File: config.mk
export PLATFORM = sky130hd
export DESIGN_NAME = io_out_fifo
export DESIGN_NICKNAME = d
export VERILOG_FILES = /design/src/rtl/risc_pkg.sv /design/src/rtl/io_fifo_storage.sv /design/src/rtl/io_out_fifo.sv
export SDC_FILE = /design/constraint.sdc
export NUM_CORES = 1
export LEC_CHECK = 0
export ABC_AREA = 0
export BUFFER_PORTS_ARGS = -buffer_cell sky130_fd_sc_hd__clkbuf_2
export CAP_MARGIN = 20
export CELL_PAD_IN_SITES_DETAIL_PLACEMENT = 0
export CELL_PAD_IN_SITES_GLOBAL_PLACEMENT = 1
export CORE_MARGIN = 5
export CORE_UTILIZATION = 42
export CTS_CLUSTER_DIAMETER = 40
export DETAILED_ROUTE_END_ITERATION = 6
export HOLD_SLACK_MARGIN = 0.03
export PLACE_DENSITY = 0.78
export SETUP_SLACK_MARGIN = 0.05
export SKIP_CTS_REPAIR_TIMING = 1
export SKIP_LAST_GASP = 1
export SYNTH_ARGS = -nofsm -noshare
export SYNTH_HDL_FRONTEND = slang
export SYNTH_SLANG_ARGS = --single-unit
File: constraint.sdc
create_clock -name clk -period 1.9 [get_ports clk]
set_input_delay 0.38 -clock clk [delete_from_list [all_inputs] [get_ports clk]]
set_output_delay 0.38 -clock clk [all_outputs]
set_load 0.02 [all_outputs]
File: src/rtl/risc_pkg.sv
// Shared processor constants: the memory-mapped output port address and
// the default geometry of the output FIFO that sits behind it.
package risc_pkg;

  localparam logic [7:0] IO_PORT_ADDR  = 8'hFF;
  localparam int         DATA_W        = 8;
  localparam int         IO_FIFO_DEPTH = 4;

  // Pointer wrap relies on plain binary rollover, so depth must be 2^n.
  function automatic bit is_pow2(input int n);
    return (n >= 2) && ((n & (n - 1)) == 0);
  endfunction

endpackage

File: src/rtl/io_fifo_storage.sv
// Register array for the output FIFO: synchronous write port and
// asynchronous read port so the head byte falls through without a read cycle.
module io_fifo_storage #(
  parameter int DATA_W = 8,
  parameter int DEPTH  = 4,
  parameter int AW     = $clog2(DEPTH)
) (
  input  logic              clk,
  input  logic              we,
  input  logic [AW-1:0]     waddr,
  input  logic [DATA_W-1:0] wdata,
  input  logic [AW-1:0]     raddr,
  output logic [DATA_W-1:0] rdata
);

  logic [DATA_W-1:0] r_mem [DEPTH];

  always_ff @(posedge clk) begin
    if (we) begin
      r_mem[waddr] <= wdata;
    end
  end

  assign rdata = r_mem[raddr];

endmodule

File: src/rtl/io_out_fifo.sv
// Buffered output port for stores to the I/O address: queues bytes and hands
// them to an external consumer over valid/ready, flagging any dropped push.
module io_out_fifo #(
  parameter  int DATA_W = risc_pkg::DATA_W,
  parameter  int DEPTH  = risc_pkg::IO_FIFO_DEPTH,
  localparam int CNT_W  = $clog2(DEPTH) + 1
) (
  input  logic              clk,
  input  logic              reset,
  input  logic              wr_en,
  input  logic [DATA_W-1:0] wr_data,
  input  logic              ovf_clr,
  output logic [DATA_W-1:0] out_data,
  output logic              out_valid,
  input  logic              out_ready,
  output logic              full,
  output logic              empty,
  output logic [CNT_W-1:0]  count,
  output logic              overflow
);

  import risc_pkg::*;

  localparam int AW = $clog2(DEPTH);

  generate
    if (!is_pow2(DEPTH)) begin : g_bad_depth
      $error("io_out_fifo: DEPTH must be a power of two and at least 2");
    end
  endgenerate

  logic [AW-1:0]     r_rd_ptr;
  logic [AW-1:0]     r_wr_ptr;
  logic [CNT_W-1:0]  r_count;
  logic              r_overflow;
  logic [DATA_W-1:0] w_rdata;
  logic              w_full;
  logic              w_empty;
  logic              w_pop;
  logic              w_push_ok;
  logic              w_drop;

  io_fifo_storage #(
    .DATA_W (DATA_W),
    .DEPTH  (DEPTH),
    .AW     (AW)
  ) u_storage (
    .clk   (clk),
    .we    (w_push_ok),
    .waddr (r_wr_ptr),
    .wdata (wr_data),
    .raddr (r_rd_ptr),
    .rdata (w_rdata)
  );

  // Flags come from the registered count; pointers alone cannot tell full from empty.
  assign w_full    = (r_count == CNT_W'(DEPTH));
  assign w_empty   = (r_count == '0);
  assign w_pop     = !w_empty && out_ready;
  assign w_push_ok = wr_en && (!w_full || w_pop);
  assign w_drop    = wr_en && w_full && !w_pop;

  always_ff @(posedge clk or posedge reset) begin
    if (reset) begin
      r_rd_ptr   <= '0;
      r_wr_ptr   <= '0;
      r_count    <= '0;
      r_overflow <= 1'b0;
    end else begin
      if (w_pop) begin
        r_rd_ptr <= r_rd_ptr + AW'(1);
      end
      if (w_push_ok) begin
        r_wr_ptr <= r_wr_ptr + AW'(1);
      end
      if (w_push_ok && !w_pop) begin
        r_count <= r_count + CNT_W'(1);
      end else if (w_pop && !w_push_ok) begin
        r_count <= r_count - CNT_W'(1);
      end
      // A drop in the same cycle as a clear must still leave the flag set.
      if (w_drop) begin
        r_overflow <= 1'b1;
      end else if (ovf_clr) begin
        r_overflow <= 1'b0;
      end
    end
  end

  assign out_valid = !w_empty;
  assign out_data  = w_empty ? '0 : w_rdata;
  assign full      = w_full;
  assign empty     = w_empty;
  assign count     = r_count;
  assign overflow  = r_overflow;

endmodule
==> flow_metrics.py, run 1 <==
metrics = {
    "critical_path": {
        "worstPathMaxFanout": 3,
        "critPathBufInv": 1,
        "start_kind": "register",
        "slowest_delay_ns": 0.42,
        "crit_family": "adder cells",
        "cpMaxStageDelayCell": "dfrtp_2",
        "crit_chain": "or3b_4, o21a_4, ha_4, inv_2, fa_2, mux2_2",
        "endpoint_kind": "register",
        "critPathKind": "register to register",
        "required_ns": 2.08,
        "r2r_setup_slack_ns": -0.13,
        "arrival_ns": 2.21,
    },
    "finish": {
        "final_nets": 157,
        "antenna_cells": 0,
        "multiInputGateArea_um2": 523,
        "area_growth_pct": 33.6,
        "fin_area_mm2": 0.00224,
        "fill_cells": 313,
        "drive_gt1_frac": 0.590,
        "register_area_mm2": 0.00116,
    },
    "clock_tree": {
        "clockBufferDepth": 2,
        "cts_tree": "yes",
        "cts.clk_slew.worst_paths_ns": 0.08,
        "cts_buffers": 5,
        "clockRootBuffer": "clkbuf_8",
        "cts_max_level": 2,
        "clk_latency_ns": 0.29,
        "cts.sinks": 40,
    },
    "place": {
        "routabilityCongestion": 0.691,
        "place_area_mm2": 0.00198,
        "place_hpwl_mm": 2.16,
        "port-buffer-count": 27,
    },
    "floorplan": {
        "initial_utilization": 0.426,
        "fp.dieH_um": 73.2,
        "dieArea_mm2": 0.00536,
        "dieWidth_um": 73.2,
        "rows": 23,
        "io_pins": 28,
        "coreArea_mm2": 0.00394,
    },
    "detailed_routing": {
        "num_vias": 914,
        "routedWlPerCell_um": 16.6,
        "drc": 0,
        "dr.pass1.iters": 4,
        "postRouteAntennaNets": 0,
        "drtIter0Drc": 52,
        "vias_per_cell": 4.84,
        "wl_mm": 3.13,
    },
    "outcome": {
        "violations": "setup timing",
        "outcome": "complete, but fails checks",
    },
    "sta": {
        "fin_ws_ns": -0.128,
        "fin_crit_sh": 1.07,
        "slew_violations": 0,
        "fmax_ghz": 0.493,
        "skew_ns": 0.00270,
        "hold_violations": 0,
        "setup_viol": 10,
        "slew_headroom": 0.707,
        "worst_pin_slew_ns": 0.439,
        "fin_crit_ns": 2.03,
        "rsz0062_at_grt": "true",
        "hold_ws_ns": 0.0119,
    },
    "global_routing": {
        "grt_use_total": 0.126,
        "overflow": 0,
        "grt_pass1_wl_mm": 4.80,
        "grt_max_degree": 14,
        "antenna_found_initial": 0,
        "grt_pass1_vias": 964,
    },
    "synthesis": {
        "syn_avg_cell_area_um2": 18.2,
        "yosysUniqueCellTypes": 21,
        "ys.warnings.count": 0,
        "ys_seq_area_frac": 0.692,
        "synth_nets": 111,
        "synth_cells": 92,
        "ys_ff_latch": 40,
        "synth_area_mm2": 0.00168,
    },
    "power": {
        "p_sw_mw": 1.24,
        "powerDensity_mw_per_mm2": 1740,
        "p_comb_frac": 0.487,
        "p_sw_frac": 0.318,
        "ir_drop_v": 0.000724,
        "seq_power_share": 0.338,
        "p_clk_frac": 0.175,
        "cellLeakagePower_nw": 0.899,
        "internal_power_mw": 2.65,
    },
    "min_path": {
        "holdCritPathClass": "primary input to async pin",
    },
    "run": {
        "drv_cap": 0,
    },
}
-- flip-flops by register name (all words and copies together), names as in the netlist --
name,count
u_storage.r_mem,32
count,3
r_rd_ptr,2
r_wr_ptr,2
overflow,1
-- cells in the mapped netlist --
| master | count | share of area |
|---|---|---|
| or3_2 | 1 | 0.0045 |
| mux2_2 | 1 | 0.0067 |
| edfxtp_1 | 32 | 0.57 |
| and2_1 | 8 | 0.030 |
| dfrtp_1 | 8 | 0.12 |
| mux2_4 | 1 | 0.0089 |
| buf_2 | 1 | 0.0030 |
| o32ai_1 | 1 | 0.0052 |
| nand2_1 | 1 | 0.0022 |
| clkbuf_1 | 2 | 0.0045 |
| and2_2 | 4 | 0.018 |
| inv_1 | 8 | 0.018 |
| o21a_4 | 1 | 0.0089 |
| nor2_1 | 1 | 0.0022 |
| xnor2_1 | 4 | 0.021 |
| xor2_1 | 2 | 0.010 |
| mux4_2 | 8 | 0.11 |
| fa_1 | 1 | 0.012 |
| or3b_1 | 1 | 0.0052 |
| ha_1 | 5 | 0.037 |
| nand3_1 | 1 | 0.0030 |
-- placed cells by master, fill, tap and decap left out --
master	netlist	routed
edfxtp_1	32	32
clkbuf_2	0	16
buf_6	0	12
buf_4	0	12
mux4_2	8	8
and2_4	0	8
inv_1	8	6
clkbuf_8	0	5
dfrtp_1	8	5
xnor2_1	4	4
and2_2	4	4
ha_1	5	4
dfrtp_2	0	3
clkinv_4	0	2
xor2_1	2	2
or3b_4	0	1
o21a_4	1	1
mux2_4	1	1
or3_4	0	1
nand2_4	0	1
nand3_1	1	1
inv_2	0	1
mux2_2	1	1
o32ai_1	1	1
nor2_1	1	1
fa_2	0	1
ha_4	0	1
clkinv_1	0	1
bufinv_16	0	1
clkbuf_16	0	1
buf_8	0	1
-- area by class of cell --
| class | count | share of cell area |
|---|---|---|
| Sequential cell | 40 | 0.520 |
| Tap cell | 50 | 0.0279 |
| Clock buffer | 5 | 0.0307 |
| Clock inverter | 3 | 0.0190 |
| Timing Repair Buffer | 42 | 0.154 |
| Inverter | 8 | 0.0156 |
| Multi-Input combinational cell | 41 | 0.233 |
-- layer usage --
layer / vias up / share of wire / global-route usage / wire [um]
met5: - / 0 / 0 / 0
met4: 0 / 0.014 / 0.0553 / 44
met3: 6 / 0.054 / 0.0468 / 169
met2: 21 / 0.53 / 0.220 / 1650
met1: 460 / 0.41 / 0.136 / 1270
li1: 427 / - / - / -
-- through the flow --
step / std cells / setup TNS, ns / setup slack [ns] / utilization / total power, mW
2_1_floorplan: 92 / -0.246 / -0.194 / - / 2.28
3_3_place_gp: 177 / -0.111 / -0.0741 / 0.501 / 2.74
3_5_place_dp: 177 / -0.195 / -0.128 / 0.501 / 2.79
4_1_cts: 185 / -1.14 / -0.138 / 0.529 / 3.48
5_1_grt: 189 / -1.38 / -0.195 / 0.569 / 4.10
6_report: 189 / -0.727 / -0.128 / 0.569 / 3.89
-- power groups by stage --
stage | logic [mW] | clock network, mW | registers (mW)
finish | 1.89 | 0.681 | 1.32
global route | 2.03 | 0.729 | 1.34
floorplan | 0.947 | 0 | 1.33
global placement | 1.43 | 0 | 1.31
detailed placement | 1.46 | 0 | 1.34
CTS | 1.46 | 0.697 | 1.32
-- logic make-up (layout without fill, tap and decap cells) --
| family | Yosys count | after routing | share of synthesized area |
|---|---|---|---|
| AOI/OAI and AO/OA | 2 | 2 | 0.0142 |
| xor gates and xnor gates | 6 | 6 | 0.0313 |
| DFF | 40 | 40 | 0.692 |
| and+or+nand+nor | 17 | 17 | 0.0649 |
| adders and majority gates | 6 | 6 | 0.0492 |
| buffers and inverters | 11 | 58 | 0.0254 |
| muxes | 10 | 10 | 0.123 |
-- final timing paths --
kind | cells after the start | to | startpoint
max reg2reg | 6 | count[1] | count[1]
max in group asynchronous | 2 | count[2] | reset
min in group clk | 2 | overflow | ovf_clr
min reg2reg | 2 | overflow | overflow
min | 2 | r_wr_ptr[1] | reset
max | 6 | count[1] | count[1]
Note: power is estimated with default switching activity, not from simulation.
==> inputs of run 2 (changes only) <==
--- a/config.mk
+++ b/config.mk
@@ -16,7 +16,6 @@
 export DETAILED_ROUTE_END_ITERATION = 6
 export HOLD_SLACK_MARGIN = 0.03
 export PLACE_DENSITY = 0.78
-export SETUP_SLACK_MARGIN = 0.05
 export SKIP_CTS_REPAIR_TIMING = 1
 export SKIP_LAST_GASP = 1
 export SYNTH_ARGS = -nofsm -noshare
==> run 2 against run 1 <==
- the flow still finishes with violations (setup timing)
- cell count down 1.1%
- worst hold slack about the same
- largest cell class unchanged
- design area down 2.4%
- fmax about the same
- highest routed layer unchanged
- power down 2.7%
- global-route usage unchanged
==> flow_metrics.py, run 2 (synthesis results as in run 1) <==
metrics = {
    "outcome": {
        "outcome": "complete, but fails checks",
        "violations": "setup timing",
    },
    "global_routing": {
        "grt_pass1_vias": 964,
        "antenna_found_initial": 0,
        "grt_max_degree": 14,
        "overflow": 0,
        "grt_pass1_wl_mm": 4.80,
        "grt_use_total": 0.126,
    },
    "power": {
        "cellLeakagePower_nw": 0.879,
        "ir_drop_v": 0.000726,
        "powerDensity_mw_per_mm2": 1730,
    },
    "place": {
        "place_area_mm2": 0.00198,
        "dp_slack_ns": -0.128,
        "port-buffer-count": 27,
        "place_hpwl_mm": 2.16,
        "routabilityCongestion": 0.691,
    },
    "sta": {
        "slew_headroom": 0.714,
        "fin_crit_sh": 1.07,
        "fmax_ghz": 0.493,
        "setup_viol": 10,
        "fin_crit_ns": 2.03,
        "fin_ws_ns": -0.127,
        "hold_violations": 0,
        "rsz0062_at_grt": "true",
        "skew_ns": 0.00271,
        "worst_pin_slew_ns": 0.429,
        "slew_violations": 0,
    },
    "floorplan": {
        "coreArea_mm2": 0.00394,
        "fp.dieH_um": 73.2,
        "io_pins": 28,
        "rows": 23,
        "dieWidth_um": 73.2,
        "initial_utilization": 0.426,
        "dieArea_mm2": 0.00536,
    },
    "critical_path": {
        "critPathKind": "register to register",
        "crit_chain": "or3b_4, o21a_4, ha_4, inv_2, fa_2, mux2_2",
        "endpoint_kind": "register",
        "start_kind": "register",
        "worstSetupEndpoint": "count[1]",
        "r2r-end": "count[1]",
        "rr_worst_depth": 6,
        "path_depth": 6,
        "crit_family": "adder cells",
        "slowest_delay_ns": 0.42,
        "worstPathMaxFanout": 3,
        "cp-startpoint": "count[1]",
        "r2r_setup_slack_ns": -0.13,
        "cpMaxStageDelayCell": "dfrtp_2",
        "critPathBufInv": 1,
        "arrival_ns": 2.21,
        "r2r-start": "count[1]",
        "required_ns": 2.08,
    },
    "min_path": {
        "holdCritPathClass": "primary input to async pin",
    },
    "finish": {
        "largest_reg_flops": 32,
        "antenna_cells": 0,
        "area_growth_pct": 30.4,
        "mostFrequentLayoutCell": "edfxtp_1",
        "fill_cells": 318,
        "fin_area_mm2": 0.00219,
        "most-common-layout-cells": "edfxtp_1, clkbuf_2, buf_4, buf_6",
        "drive_gt1_frac": 0.577,
        "top_register": "u_storage.r_mem",
        "final_nets": 155,
    },
    "detailed_routing": {
        "drtIter0Drc": 48,
        "postRouteAntennaNets": 0,
        "dr.pass1.iters": 4,
        "vias_per_cell": 4.82,
        "routedWlPerCell_um": 16.2,
        "num_vias": 902,
        "wl_mm": 3.03,
        "drc": 0,
    },
    "clock_tree": {
        "cts_tree": "yes",
        "cts_max_level": 2,
        "clockBufferDepth": 2,
        "clockRootBuffer": "clkbuf_8",
        "cts.sinks": 40,
        "clk_latency_ns": 0.29,
        "cts.clk_slew.worst_paths_ns": 0.08,
        "cts_buffers": 5,
    },
    "run": {
        "drv_cap": 0,
    },
}
[run 2: cell types whose count changed in the layout (fill, tap and decap cells not counted), sizes merged]
cell	previous run	this run
buf	25	22
clkbuf	22	23
clkinv	3	2
inv	7	8
[run 2: how the worst min path moves through the flow]
stage,from,endpoint,slack [ns],depth (start not counted)
after global routing,reset,r_wr_ptr[1],0.04,2
after detailed placement,reset,r_wr_ptr[1],0.34,2
after CTS,reset,r_wr_ptr[1],0.02,2
after floorplan,reset,overflow,0.20,1
final,reset,r_wr_ptr[1],0.01,2
after global placement,reset,r_wr_ptr[1],0.32,2
[run 2: where the power goes]
part | internal, mW | switching [mW] | leakage (nW)
clock network | 0.389 | 0.291 | 0.0558
logic | 1.00 | 0.787 | 0.437
registers | 1.19 | 0.129 | 0.386
total | 2.58 | 1.21 | 0.879
[run 2: routing by layer]
layer,part of all wire,vias up,track usage
met3,0.058,6,0.0468
met1,0.39,454,0.136
li1,-,421,-
met4,0.015,0,0.0553
met2,0.53,21,0.220
met5,0,-,0
[run 2: cell type report]
| type | instances | area, um^2 | area share |
|---|---|---|---|
| repair buffers | 40 | 297 | 0.136 |
| flip-flops and latches | 40 | 1160 | 0.532 |
| clock buffers | 5 | 68.8 | 0.0314 |
| well taps | 50 | 62.6 | 0.0286 |
| inverters | 8 | 30.0 | 0.0137 |
| clock inverters | 3 | 42.5 | 0.0194 |
| multi-input cells | 41 | 523 | 0.239 |
[run 2: metrics by stage]
stage | hold slack, ns | power, mW | std cells | TNS [ns] | util
2_1_floorplan | 0.195 | 2.28 | 92 | -0.246 | -
3_3_place_gp | 0.324 | 2.74 | 177 | -0.111 | 0.501
3_5_place_dp | 0.342 | 2.79 | 177 | -0.195 | 0.501
4_1_cts | 0.0195 | 3.48 | 185 | -1.14 | 0.529
5_1_grt | 0.0427 | 3.99 | 187 | -1.34 | 0.555
6_report | 0.0123 | 3.79 | 187 | -0.662 | 0.555
[run 2: worst reg2reg max path, delay by kind of cell, from the launching register on]
family                     cells  cell delay, ns
AOI/OAI and AO/OA              1            0.22
adders and majority gates      2            0.58
buffers and inverters          1            0.05
DFF                            1            0.42
muxes                          1            0.26
and+or+nand+nor                1            0.40
